File: config.mk
export PLATFORM = sky130hd
export DESIGN_NAME = muldiv_ctrl
export DESIGN_NICKNAME = d
export VERILOG_FILES = /design/src/rtl/muldiv_ctrl_pkg.sv /design/src/rtl/div_radix2_core.sv /design/src/rtl/muldiv_ctrl.sv
export SDC_FILE = /design/constraint.sdc
export NUM_CORES = 1
export LEC_CHECK = 0
export BUFFER_PORTS_ARGS = -buffer_cell sky130_fd_sc_hd__buf_2
export CORE_UTILIZATION = 30
export DETAILED_ROUTE_END_ITERATION = 12
export PLACE_DENSITY = 0.46
export SYNTH_ARGS = -nofsm -noshare
export SYNTH_HDL_FRONTEND = slang
export SYNTH_SLANG_ARGS = --single-unit
File: constraint.sdc
create_clock -name clk -period 13.7 [get_ports clk]
set_input_delay 2.74 -clock clk [delete_from_list [all_inputs] [get_ports clk]]
set_output_delay 2.74 -clock clk [all_outputs]
set_load 0.05 [all_outputs]
File: src/rtl/muldiv_ctrl_pkg.sv
// Shared types and constants for the multiply/divide sequencer.
//   muldiv_op_t    : operation code presented by the execute stage
//   muldiv_state_t : sequencer states
//   MD_MUL_STEP    : default multiplier bits consumed per shift-add cycle
//   MD_MUL_CYCLES  : default shift-add cycle count
//   MD_DIV_CYCLES  : restoring-division iteration count
package muldiv_ctrl_pkg;

   typedef enum logic [1:0] {
      MD_MULT  = 2'd0,
      MD_MULTU = 2'd1,
      MD_DIV   = 2'd2,
      MD_DIVU  = 2'd3
   } muldiv_op_t;

   // ST_ prefix keeps state names apart from the op codes (MD_DIV is an op).
   typedef enum logic [2:0] {
      ST_IDLE = 3'd0,
      ST_MUL  = 3'd1,
      ST_DIV  = 3'd2,
      ST_FIX  = 3'd3,
      ST_DONE = 3'd4
   } muldiv_state_t;

   localparam int MD_MUL_STEP   = 8;
   localparam int MD_MUL_CYCLES = 32 / MD_MUL_STEP;
   localparam int MD_DIV_CYCLES = 32;

   // Two's-complement negate when neg is set; 0x8000_0000 maps to itself,
   // which is exactly the unsigned magnitude we want.
   function automatic logic [31:0] neg_if(input logic neg, input logic [31:0] v);
      return neg ? (~v + 32'd1) : v;
   endfunction

endpackage

File: src/rtl/div_radix2_core.sv
// One restoring-division step, purely combinational.
//   rq_in   : {remainder, quotient/dividend} before the step
//   divisor : unsigned divisor magnitude
//   rq_out  : {remainder, quotient} after shifting in one quotient bit
module div_radix2_core (
   input  logic [63:0] rq_in,
   input  logic [31:0] divisor,
   output logic [63:0] rq_out
);

   // The shifted partial remainder needs 33 bits since rem < divisor < 2^32.
   logic [33:0] diff;

   always_comb begin
      diff = {1'b0, rq_in[63:31]} - {2'b00, divisor};
      // A non-negative difference is always below the divisor, so bit 32 is
      // clear whenever the trial subtraction succeeds.
      if (diff[33:32] == 2'b00) begin
         rq_out = {diff[31:0], rq_in[30:0], 1'b1};
      end else begin
         rq_out = {rq_in[62:31], rq_in[30:0], 1'b0};
      end
   end

endmodule

File: src/rtl/muldiv_ctrl.sv
// Multi-cycle MULT/MULTU/DIV/DIVU sequencer owning the HI/LO result path.
// Ports:
//   clk, resetn          : clock, async active-low reset
//   req_valid/op/a/b     : request from execute; taken on req_valid && req_ready
//   req_ready            : high only in idle
//   flush                : aborts any operation in flight
//   stall                : high while an accepted op is working
//   done                 : one-cycle strobe, hi/lo valid
//   hi, lo               : product[63:32]/[31:0] or remainder/quotient
// Build option: MULDIV_FAST_MUL_EN selects a single-cycle 32x32 multiply
// instead of the iterative shift-add path.
//
// state   | meaning
// IDLE    | ready for a request
// MUL     | multiply on magnitudes (shift-add, or single cycle when fast)
// DIV     | one restoring step per cycle
// FIX     | apply operand signs; also reached directly on divide by zero
// DONE    | done strobe, hi/lo hold the new result
module muldiv_ctrl
   import muldiv_ctrl_pkg::*;
#(
   parameter int MUL_STEP = MD_MUL_STEP,
   parameter int DIV_ITER = MD_DIV_CYCLES
) (
   input  logic        clk,
   input  logic        resetn,
   input  logic        req_valid,
   input  muldiv_op_t  req_op,
   input  logic [31:0] req_a,
   input  logic [31:0] req_b,
   output logic        req_ready,
   input  logic        flush,
   output logic        stall,
   output logic        done,
   output logic [31:0] hi,
   output logic [31:0] lo
);

   localparam int MUL_CYCLES = 32 / MUL_STEP;

   muldiv_state_t state, state_nxt;

   logic        accept, op_mul, op_signed, neg_a, neg_b;
   logic        is_mul, sa, sb, div0;
   logic [31:0] mag_a, mag_b;
   logic [63:0] acc, mul_nxt, div_nxt, fix_res;
   logic [5:0]  cnt;
   logic        cnt_tc;

   assign op_mul    = (req_op == MD_MULT) || (req_op == MD_MULTU);
   assign op_signed = (req_op == MD_MULT) || (req_op == MD_DIV);
   assign neg_a     = op_signed && req_a[31];
   assign neg_b     = op_signed && req_b[31];
   assign accept    = req_valid && req_ready && !flush;
   assign cnt_tc    = (cnt == 6'd0);

   always_ff @(posedge clk or negedge resetn) begin
      if (!resetn) state <= ST_IDLE;
      else         state <= state_nxt;
   end

   always_comb begin
      state_nxt = state;
      case (state)
         ST_IDLE: begin
            if (accept) begin
               if (op_mul)              state_nxt = ST_MUL;
               else if (req_b == 32'd0) state_nxt = ST_FIX;
               else                     state_nxt = ST_DIV;
            end
         end
         ST_MUL: begin
`ifdef MULDIV_FAST_MUL_EN
            state_nxt = flush ? ST_IDLE : ST_FIX;
`else
            if (flush)       state_nxt = ST_IDLE;
            else if (cnt_tc) state_nxt = ST_FIX;
`endif
         end
         ST_DIV: begin
            if (flush)       state_nxt = ST_IDLE;
            else if (cnt_tc) state_nxt = ST_FIX;
         end
         ST_FIX:  state_nxt = flush ? ST_IDLE : ST_DONE;
         ST_DONE: state_nxt = ST_IDLE;
         default: state_nxt = ST_IDLE;
      endcase
   end

   always_comb begin
      req_ready = (state == ST_IDLE);
      stall     = (state == ST_MUL) || (state == ST_DIV) || (state == ST_FIX);
      done      = (state == ST_DONE);
   end

`ifdef MULDIV_FAST_MUL_EN
   assign mul_nxt = {32'd0, mag_a} * {32'd0, mag_b};
`else
   // MSB-first shift-add: the top MUL_STEP bits of mag_b are consumed each
   // cycle and mag_b shifts left, so the accumulator only ever shifts left.
   logic [63:0] pp;
   always_comb begin
      pp = '0;
      for (int i = 0; i < MUL_STEP; i++) begin
         if (mag_b[31-i]) pp = pp + ({32'd0, mag_a} << (MUL_STEP - 1 - i));
      end
      mul_nxt = (acc << MUL_STEP) + pp;
   end
`endif

   div_radix2_core u_div_core (
      .rq_in   (acc),
      .divisor (mag_b),
      .rq_out  (div_nxt)
   );

   always_comb begin
      if (is_mul)    fix_res = (sa ^ sb) ? (~acc + 64'd1) : acc;
      else if (div0) fix_res = {neg_if(sa, mag_a), 32'hFFFF_FFFF};
      else           fix_res = {neg_if(sa, acc[63:32]), neg_if(sa ^ sb, acc[31:0])};
   end

   always_ff @(posedge clk or negedge resetn) begin
      if (!resetn) begin
         is_mul <= 1'b0;
         sa     <= 1'b0;
         sb     <= 1'b0;
         div0   <= 1'b0;
         mag_a  <= '0;
         mag_b  <= '0;
         acc    <= '0;
         cnt    <= '0;
         hi     <= '0;
         lo     <= '0;
      end else begin
         case (state)
            ST_IDLE: begin
               if (accept) begin
                  is_mul <= op_mul;
                  sa     <= neg_a;
                  sb     <= neg_b;
                  div0   <= !op_mul && (req_b == 32'd0);
                  mag_a  <= neg_if(neg_a, req_a);
                  mag_b  <= neg_if(neg_b, req_b);
                  acc    <= op_mul ? 64'd0 : {32'd0, neg_if(neg_a, req_a)};
                  cnt    <= op_mul ? 6'(MUL_CYCLES - 1) : 6'(DIV_ITER - 1);
               end
            end
            ST_MUL: begin
               acc <= mul_nxt;
`ifndef MULDIV_FAST_MUL_EN
               mag_b <= mag_b << MUL_STEP;
               cnt   <= cnt - 6'd1;
`endif
            end
            ST_DIV: begin
               acc <= div_nxt;
               cnt <= cnt - 6'd1;
            end
            ST_FIX: begin
               if (!flush) {hi, lo} <= fix_res;
            end
            default: ;
         endcase
      end
   end

endmodule
==> qor_table.md <==
| Step | Result | Value |
|:---|:---|:---|
| route | DRC violations left | 0 |
| logic synthesis | Most frequently used flop master after synthesis | sky130_fd_sc_hd__dfrtp_1 |
| clocking | Latest clock arrival within the worst-skew pair | 0.63 ns |
| logic synthesis | Area leader, netlist | sky130_fd_sc_hd__dfrtp_1 |
| route | Final antenna-violating net count | 0 |
| sta | Final hold viol count | 0 |
| floorplanning | I/O pin count | 137 |
| worst setup path | Type of element capturing the critical path | register |
| clocking | Longest Clk Path Bufs | 3 |
| layout | Post-layout net count | 5206 |
| worst setup path | Top delay family on crit path | compound AO/OA/AOI/OAI gates |
| hold path | Start point of the worst hold path | hi[21]$_DFFE_PN0P_ |
| logic synthesis | Count of synthesis-stage warnings from yosys | 0 |
| logic synthesis | Flip-flop and latch count after synthesis | 205 |
| route | Via count | 33.58k |
| global route | Combined global-route utilization of all metal layers | 24.05% |
| logic synthesis | Post-synth ARST share | 100.0% |
| sta | Slew at the pin with the worst max-slew slack | 1.148 ns |
| place | Pre-CTS setup slack | -0.4562 ns |
| floorplanning | Die height | 322.4 µm |
| hold path | Hold path depth | 2 |
| floorplanning | Core area | 0.1017 mm² |
| outcome | Violations in the final reports | setup timing |
| route | DR iter-0 viols | 2604 |
| worst setup path | Top cell by count, worst path | sky130_fd_sc_hd__buf_4 |
| sta | Minimum clock period | 13.76 ns |
| route | Avg WL per Cell | 20.75 µm |
| place | Placer congestion estimate | 0.9458 |
| clocking | Clock Root Buffer | sky130_fd_sc_hd__clkbuf_16 |
| clocking | Register clock-pin slew on the reported worst setup and hold paths | 0.06 ns |
| logic synthesis | Synth Instances | 4133 |
| sta | Worst clock skew | 0.06862 ns |
| sta | Count of endpoints failing setup in the final report | 7 |
| worst setup path | Worst path slowest cell | sky130_fd_sc_hd__or4_4 |
| sta | Fin worst setup slack | -0.05825 ns |
| floorplanning | Initial Utilization | 30.27% |
| floorplanning | X dimension of the die | 322.4 µm |
| floorplanning | Total number of placement rows | 117 |
| worst setup path | CP bufs+invs | 15 |
| global route | Antenna violations before repair | 4 |
| sta | Part of the cycle the worst path needs | 100.4% |
| place | Post-DP HPWL | 103100 µm |
| sta | Count of final max-slew check failures | 0 |
| place | Buffers on Ports | 136 |
| worst setup path | Reg2reg start | mag_b[31]$_DFFE_PN0P_ |
| layout | Post-route core utilization | 39.66% |
| route | Sum of routed wire segments on met1 | 62770 µm |
| clocking | CTS H-tree lvls | 1 |
| logic synthesis | Cell types with the largest area share after synthesis | sky130_fd_sc_hd__dfrtp_1 17%, sky130_fd_sc_hd__ha_1 12%, sky130_fd_sc_hd__xnor2_1 7.6%, sky130_fd_sc_hd__o21ai_0 6.1%, sky130_fd_sc_hd__a21oi_1 6.0% |
| route | Top layer reached by signal wires | met4 |
| clocking | Number of sinks on the clock net | 205 |
| route | Post-DR vias/cell | 5.396 |
| route | Met2 WL post-DR | 55560 µm |
| floorplanning | Die outline area | 0.1039 mm² |
| sta | Setup repair after global routing missed its margin | yes |
| logic synthesis | Syn avg cell area | 7.451 µm² |
| sta | Maximum frequency from static timing analysis | 72.68 MHz |
| logic synthesis | Cell variety after synth | 93 |
| worst setup path | Signal arrival time at the worst endpoint | 14.19 ns |
| global route | Wire length of the first global-routing pass | 192700 µm |
| hold path | Worst Hold Path EP | hi[21]$_DFFE_PN0P_ |
| route | Met3 WL post-DR | 7081 µm |
| route | Post-detailed-routing wire length | 129200 µm |
| layout | Final std cells w/o fill | 6224 |
| place | Cell count after placement | 6110 |
| worst setup path | Nature of the critical path startpoint | register |
| worst setup path | RR Endpoint | acc[55]$_DFFE_PN0P_ |
| worst setup path | Required time of the critical path | 14.13 ns |
| global route | Congestion Overflow GR | 0 |
| layout | Layout cell share with drive strength beyond 1 | 25.88% |
| clocking | Clock buffer count from CTS | 28 |
| route | Number of iterations in the first detailed-routing pass | 6 |
| global route | Pin count of the biggest net entering global routing | 92 |
| worst setup path | Minimum setup slack among reg-to-reg paths | -0.06 ns |
| job | Number of max-cap violations | 0 |
| global route | Number of global-route vias before repair | 31.55k |
| hold path | Class of the tightest hold or removal check | reg -> reg |
| sta | Relative slew margins | 23.30% |
| outcome | Status | finished with violations |
| logic synthesis | Sequential element share of the synthesized area | 16.66% |
| worst setup path | Largest incremental delay on the critical path | 0.49 ns |
| worst setup path | Critical path class | reg -> reg |
| layout | Area growth from synthesis to final layout | 31.04% |
| logic synthesis | Post-synthesis cell area | 0.03080 mm² |
| logic synthesis | Number of enable flip-flop cells after synthesis | 0 |
| worst setup path | Largest fanout of any net on the critical path | 5 |
| logic synthesis | Fraction of post-synthesis cell area in the top cell type by area | 16.66% |
| clocking | Clock tree from TritonCTS | yes |
| worst setup path | Worst Reg-to-Reg Cells | 74 |
[what timing repair did]
action,in CTS,in global routing
gates cloned,0,1
buffers inserted,16,44
pin swaps,30,149
resized for setup,73,215
hold buffers,0,0
setup endpoints to repair,21,36
[kinds of logic (layout without fill, tap and decap cells)]
logic type	after synthesis	count (layout)	share of synthesized area, %
adders and majority gates	303	303	12.53
xor gates and xnor gates	442	442	12.72
other	1	7	0.01218
muxes	132	132	4.668
and+or+nand+nor	1299	1299	19.97
buffers and inverters	352	1069	4.323
DFF	205	205	16.66
AOI/OAI and AO/OA	1399	1399	29.12
[Yosys cell counts (17+ instances only)]
master,n
sky130_fd_sc_hd__xor2_1,172
sky130_fd_sc_hd__nand2_1,415
sky130_fd_sc_hd__nand3_1,82
sky130_fd_sc_hd__nor2_1,352
sky130_fd_sc_hd__o211ai_1,36
sky130_fd_sc_hd__clkbuf_1,156
sky130_fd_sc_hd__dfrtp_1,205
sky130_fd_sc_hd__a31oi_1,29
sky130_fd_sc_hd__a211oi_1,71
sky130_fd_sc_hd__nor2b_1,35
sky130_fd_sc_hd__a22oi_1,49
sky130_fd_sc_hd__and2_1,54
sky130_fd_sc_hd__xnor2_1,266
sky130_fd_sc_hd__o21ai_0,376
sky130_fd_sc_hd__ha_1,294
sky130_fd_sc_hd__o21a_1,48
sky130_fd_sc_hd__mux2_2,83
sky130_fd_sc_hd__nand4_1,22
sky130_fd_sc_hd__o31ai_1,39
sky130_fd_sc_hd__and3_1,37
sky130_fd_sc_hd__a221oi_1,26
sky130_fd_sc_hd__or3_1,48
sky130_fd_sc_hd__nor3_1,71
sky130_fd_sc_hd__inv_1,161
sky130_fd_sc_hd__a21o_1,125
sky130_fd_sc_hd__o21bai_1,39
sky130_fd_sc_hd__buf_1,23
sky130_fd_sc_hd__or4_1,19
sky130_fd_sc_hd__nand2b_1,72
sky130_fd_sc_hd__or2_2,17
sky130_fd_sc_hd__mux2i_1,48
sky130_fd_sc_hd__nor4_1,27
sky130_fd_sc_hd__a21oi_1,367
[cell type report]
cell class                      count  area [µm²]
Inverter                          165       619.3
Clock inverter                     15       211.5
Clock buffer                       36       750.7
Tap cell                         1368        1712
Antenna cell                        2       5.005
Timing Repair Buffer              853        6131
Fill cell                       10650       61390
Sequential cell                   205        5137
Multi-Input combinational cell   3580       25790
[flip-flops by register name, summed over array words and instances (netlist names)]
signal and count:
mag_a 32, state 3, lo 32, cnt 6, sb 1, sa 1, hi 32, div0 1
acc 64, mag_b 32, is_mul 1
[cells in the final DEF (no fill, tap or decap), drive strengths merged, types with 26 or more instances in the layout]
cell type / netlist / final
buf: 31 / 852
nand2: 415 / 415
o21ai: 380 / 380
a21oi: 369 / 369
nor2: 352 / 352
ha: 294 / 294
xnor2: 268 / 268
dfrtp: 205 / 205
xor2: 173 / 173
inv: 161 / 162
a21o: 125 / 125
mux2: 83 / 83
nand3: 82 / 82
a211oi: 73 / 73
nand2b: 72 / 72
nor3: 71 / 71
and2: 54 / 54
a22oi: 49 / 49
o21a: 48 / 48
mux2i: 48 / 48
or3: 48 / 48
o31ai: 39 / 39
o21bai: 39 / 39
o211ai: 37 / 37
and3: 37 / 37
clkbuf: 156 / 37
nor2b: 35 / 35
a31oi: 29 / 29
nor4: 28 / 28
a221oi: 26 / 26
[worst max path at each step]
| stage | start | to | cells after the start |
|---|---|---|---|
| global placement | mag_b[31]$_DFFE_PN0P_ | acc[56]$_DFFE_PN0P_ | 74 |
| global route | mag_b[31]$_DFFE_PN0P_ | acc[59]$_DFFE_PN0P_ | 75 |
| CTS | mag_b[31]$_DFFE_PN0P_ | acc[49]$_DFFE_PN0P_ | 78 |
| detailed placement | mag_b[31]$_DFFE_PN0P_ | acc[56]$_DFFE_PN0P_ | 74 |
| floorplan | mag_b[31]$_DFFE_PN0P_ | acc[49]$_DFFE_PN0P_ | 76 |
| finish | mag_b[31]$_DFFE_PN0P_ | acc[55]$_DFFE_PN0P_ | 74 |
[per-layer routing]
| layer | GRT usage, % | vias to the layer above |
|---|---|---|
| li1 | - | 16510 |
| met1 | 34.89 | 16070 |
| met2 | 37.19 | 848 |
| met3 | 2.813 | 157 |
| met4 | 6.487 | 0 |
| met5 | 0 | - |
[tightest hold or removal path: cells and delay by family, from the launching register on]
family / cells / cell delay, ns
flip-flops: 1 / 0.34
AO/OA/AOI/OAI: 1 / 0.06
AND/OR/NAND/NOR: 1 / 0.04
[stage by stage]
stage          cell area, µm²  hold WS (ns)  TNS [ns]
2_1_floorplan           30920        0.4475         0
3_3_place_gp            37620        0.4603    -5.046
3_5_place_dp            37620        0.4665    -6.149
4_1_cts                 39010        0.4782   -0.2485
5_1_grt                 40350        0.4989    -12.08
6_report                40360        0.4740   -0.2727
Power is not shown: default switching activity piles up to over one toggle a cycle in this logic, so the estimate is an artifact.
